==> src/rtl/ahb_arbiter_n.sv <==
// ============================================================================
// ahb_arbiter_n : N-master AHB bus arbiter with lock hold and registered grant.
// Optional round-robin policy via `define AHB_ARBITER_N_RR_EN (else fixed).
// Revision 1.0
// ============================================================================
`default_nettype none

module ahb_arbiter_n #(
  parameter int NUM_MASTERS    = 4,
  parameter int DEFAULT_MASTER = 0
) (
  input  logic                   hclk,
  input  logic                   hreset,
  input  logic [NUM_MASTERS-1:0] hbusreq,
  input  logic [NUM_MASTERS-1:0] hlock,
  input  logic                   hready,
  output logic [NUM_MASTERS-1:0] hgrant,
  output logic [3:0]             hmaster,
  output logic                   hmastlock
);

  generate
    if (NUM_MASTERS < 2 || NUM_MASTERS > 16) begin : g_bad_num_masters
      $fatal(1, "ahb_arbiter_n: NUM_MASTERS must be in 2..16");
    end
    if (DEFAULT_MASTER < 0 || DEFAULT_MASTER >= NUM_MASTERS) begin : g_bad_default_master
      $fatal(1, "ahb_arbiter_n: DEFAULT_MASTER must be < NUM_MASTERS");
    end
  endgenerate

  localparam logic [3:0]             DEFAULT_IDX   = 4'(DEFAULT_MASTER);
  localparam logic [NUM_MASTERS-1:0] DEFAULT_GRANT = NUM_MASTERS'(1) << DEFAULT_MASTER;
  localparam logic [3:0]             LAST_IDX      = 4'(NUM_MASTERS - 1);

  logic [3:0] owner;
  logic       owner_lock;
  logic [3:0] winner;
  logic       any_req;

  // Encode the one-hot grant; upper hmaster bits stay zero by construction.
  always_comb begin
    owner      = 4'd0;
    owner_lock = 1'b0;
    for (int i = 0; i < NUM_MASTERS; i++) begin
      if (hgrant[i]) owner = owner | 4'(i);
      owner_lock = owner_lock | (hgrant[i] & hlock[i]);
    end
  end

  assign any_req   = |hbusreq;
  assign hmastlock = hreset ? hlock[DEFAULT_MASTER] : owner_lock;

`ifdef AHB_ARBITER_N_RR_EN
  logic [3:0] ptr;
  logic [3:0] hi_win;
  logic [3:0] lo_win;
  logic       hi_found;

  // Lowest requester at or above ptr wins; otherwise wrap to the lowest overall.
  always_comb begin
    hi_win   = DEFAULT_IDX;
    lo_win   = DEFAULT_IDX;
    hi_found = 1'b0;
    for (int i = NUM_MASTERS - 1; i >= 0; i--) begin
      if (hbusreq[i]) begin
        lo_win = 4'(i);
        if (4'(i) >= ptr) begin
          hi_win   = 4'(i);
          hi_found = 1'b1;
        end
      end
    end
    winner = hi_found ? hi_win : lo_win;
  end

  always_ff @(posedge hclk) begin
    if (hreset) begin
      ptr <= (DEFAULT_IDX == LAST_IDX) ? 4'd0 : DEFAULT_IDX + 4'd1;
    end else if (hready && !owner_lock && any_req && (winner != owner)) begin
      ptr <= (winner == LAST_IDX) ? 4'd0 : winner + 4'd1;
    end
  end
`else
  always_comb begin
    winner = DEFAULT_IDX;
    for (int i = NUM_MASTERS - 1; i >= 0; i--) begin
      if (hbusreq[i]) winner = 4'(i);
    end
  end
`endif

  always_ff @(posedge hclk) begin
    if (hreset) begin
      hgrant  <= DEFAULT_GRANT;
      hmaster <= DEFAULT_IDX;
    end else if (hready) begin
      hmaster <= owner;
      if (!owner_lock) begin
        hgrant <= any_req ? (NUM_MASTERS'(1) << winner) : DEFAULT_GRANT;
      end
    end
  end

endmodule

`default_nettype wire

==> config.mk <==
export PLATFORM = sky130hd
export DESIGN_NAME = ahb_arbiter_n
export DESIGN_NICKNAME = d
export VERILOG_FILES = /design/src/rtl/ahb_arbiter_n.sv
export SDC_FILE = /design/constraint.sdc
export NUM_CORES = 1
export LEC_CHECK = 0
export ABC_AREA = 0
export BUFFER_PORTS_ARGS = -buffer_cell sky130_fd_sc_hd__buf_4
export CAP_MARGIN = 20
export CORE_AREA = 8 8 45 47
export DETAILED_ROUTE_END_ITERATION = 6
export DIE_AREA = 0 0 53 55
export SLEW_MARGIN = 20
export SYNTH_ARGS = -nofsm -noshare
export SYNTH_HDL_FRONTEND = slang
export SYNTH_SLANG_ARGS = --single-unit
==> constraint.sdc <==
create_clock -name hclk -period 1 [get_ports hclk]
set_clock_uncertainty 0.1 [all_clocks]
set_input_delay 0.3 -clock hclk [delete_from_list [all_inputs] [get_ports hclk]]
set_output_delay 0.3 -clock hclk [all_outputs]
set_load 0.01 [all_outputs]
==> flow_summary.yaml <==
setup_path:
  critPathMaxFanout: 2
  cp-start-kind: "flop"
  worst_ep_arrival_time_ns: 1.06
  setup.worst_path.start: "hgrant[2]"
  crit_path_max_incr_delay_ns: 0.33
  cpMaxStageDelayCell: "dfxtp_2"
  reg2reg_depth: 6
  path_cells: "a22oi_4 > a21o_1 > nand2_1 > buf_6"
  critical_path_class: "reg -> out"
  r2r-start: "hgrant[2]"
  cp-end-kind: "primary output"
  required_ns: 0.60
route:
  wire_per_inst_um: 11.7
  vias: 392
  antenna_left: 0
  drt_pre_antenna_iters: 4
  drc_errors: 0
  drt_iter0_drc: 7
  vias_per_cell: 4.45
  routed_wl_um: 1030
timing:
  fmax_ghz: 0.686
  hold_ws_ns: 0.204
  setup_violations: 11
  period_minus_slack_ns: 1.46
  finalCritPeriodShare_pct: 146
  finalHoldViolations: 0
  drv_slew: 0
  rsz0062_at_grt: "true"
  fin_ws_ns: -0.458
grt:
  grt_remaining_overflow: 0
  grt_max_degree: 10
  grt_pass1_wl_um: 1450
  grt_pass1_vias: 364
  grt_util_all_layers_pct: 7.00
  antenna_found_initial: 0
synthesis:
  ys_seq_elements: 6
  synthCells: 43
  syn_avg_cell_area_um2: 8.29
  synthTopCellsByArea: "dfxtp_1 (34%), a311o_1 (8.4%), a22oi_4 (6.0%)"
  syn_area_um2: 357
  synthXorXnorAreaFrac_pct: 0
  synth_mux_area_share_pct: 0
  synth_compound_area_share_pct: 38.2
  yosysSeqAreaShare_pct: 33.7
  synth-adder-area-share_pct: 0
  synth_top_family_by_area: "compound AO/OA/AOI/OAI gates"
  synth_simple_gate_area_share_pct: 15.8
  synth.distinct_cells: 20
  synth_top_cell_area_share_pct: 33.7
  ys.warnings.count: 0
  synth_top_cell_by_area: "dfxtp_1"
worst_hold_path:
  hold_path_class: "in -> reg"
  hold_path_depth: 3
  hp-start: "hbusreq[3]"
run_status:
  status: "complete, but fails checks"
  violations: "negative setup slack"
floorplanning:
  die_width_um: 53
  core-area_um2: 1380
  row_count: 14
  ios: 20
  die_area_um2: 2920
  chipHeight_um: 55
  initial_utilization_pct: 25.8
finish:
  n_antenna_cell: 0
  drive_gt1_share_pct: 56.9
  syn_to_final_growth_pct: 83.9
  n_fill_cell: 148
  fin_area_um2: 656
  final_cells: 88
  nNetsFinal: 84
placement:
  dp_cells: 81
  post_dp_cell_area_um2: 551
  io_buffers: 17
  dp_slack_ns: -0.339
  dpl.hpwl_um: 811
  gp_congestion: 0.693
cts:
  hold_buffers: 0
  clock_tree.buffer_depth: 2
  cts.sinks: 6
  cts_root_buf: "clkbuf_4"
  htree_num_levels: 1
  numCtsBuffers: 3
  worstSkewPairLatency_ns: 0.25
  clk_pin_slew_worst_paths_ns: 0.05
  cts_tree: "yes"
power:
  p_total_w: 0.000662
  ir_drop_uv: 583
  power.density_nw_per_um2: 1010
  leakage_nw: 0.297
job:
  cap_violations: 0
-- layer usage --
metal	track usage (%)	up-vias	part of all wire (%)
met5	0	-	0
met2	11.3	12	52
li1	-	210	-
met4	2.59	0	0
met3	5.35	0	11
met1	6.71	170	36
-- layout by cell type (no fill, tap or decap) --
master / instances
a311oi_1: 2
clkbuf_1: 1
o21ai_0: 1
conb_1: 2
nand2_1: 4
dfxtp_4: 1
a22oi_4: 1
nor3_1: 1
nor2_1: 5
a311o_1: 3
a21o_1: 1
o21ai_2: 1
clkbuf_4: 3
nand4_4: 1
a22oi_2: 1
o21ai_1: 2
inv_1: 4
a21oi_1: 3
buf_6: 12
nand3_1: 1
buf_4: 16
dfxtp_2: 5
a2bb2oi_1: 1
-- worst max-delay path: cells and delay by family (launching register included) --
kind / cells / cell delay, ns
compound gates: 2 / 0.30
buf+inv: 1 / 0.12
flops: 1 / 0.33
simple gates: 1 / 0.06
-- worst paths after layout --
check / end / slack, ns
worst max-delay path: hmastlock / -0.46
worst max register to register: hgrant[0] / -0.29
worst min-delay path: hgrant[3] / 0.20
worst min register to register: hmaster[0] / 0.38
-- through the flow --
| step | util [%] | TNS [ns] |
|---|---|---|
| finish | 47.4 | -2.49 |
| global route | 47.4 | -2.98 |
| CTS | 46.0 | -2.20 |
| detailed placement | 39.8 | -1.30 |
| global placement | 39.8 | -1.26 |
| floorplan | - | -0.215 |
-- flip-flops by register name, indices dropped and copies added (netlist names) --
register and flops:
hmaster 2, hgrant 4
-- synth_stat cells --
library cell / number
nor2_1: 5
a22oi_2: 1
nand2_1: 4
a22oi_4: 1
dfxtp_1: 6
conb_1: 1
o21ai_2: 1
buf_4: 2
inv_1: 4
nor3_1: 1
buf_2: 2
a2bb2oi_1: 1
a21o_1: 1
nand4_2: 1
o21ai_1: 2
a21oi_1: 3
nand3_1: 1
o21ai_0: 1
a311o_1: 3
a311oi_1: 2
-- final cells by class --
type,count,area (µm²),share of cell area [%]
clock buffer,4,26.3,4.01
timing repair buffer,28,255,38.9
inverter,4,15.0,2.29
tap,16,20.0,3.05
sequential,6,130,19.8
multi-input combinational,30,209,31.9
-- kinds of logic after synthesis --
| family | Yosys count |
|---|---|
| AO/OA/AOI/OAI | 16 |
| AND/OR/NAND/NOR | 12 |
| buffers and inverters | 8 |
| flip-flops | 6 |
| other | 1 |
-- timing repair --
| item | CTS | global route |
|---|---|---|
| endpoints found under the hold margin | 0 | 0 |
| endpoints found under the setup margin | 11 | 11 |
| pin swaps | 4 | 0 |
| resized for setup | 14 | 1 |
| setup buffers | 1 | 2 |
-- report_power, final --
part | internal (W) | switching (W)
Sequential | 0.000249 | 0.00000882
Combinational | 0.0000884 | 0.0000671
Clock | 0.000152 | 0.0000973
Total | 0.000489 | 0.000173
No activity file was read; power rests on OpenSTA's default activity.
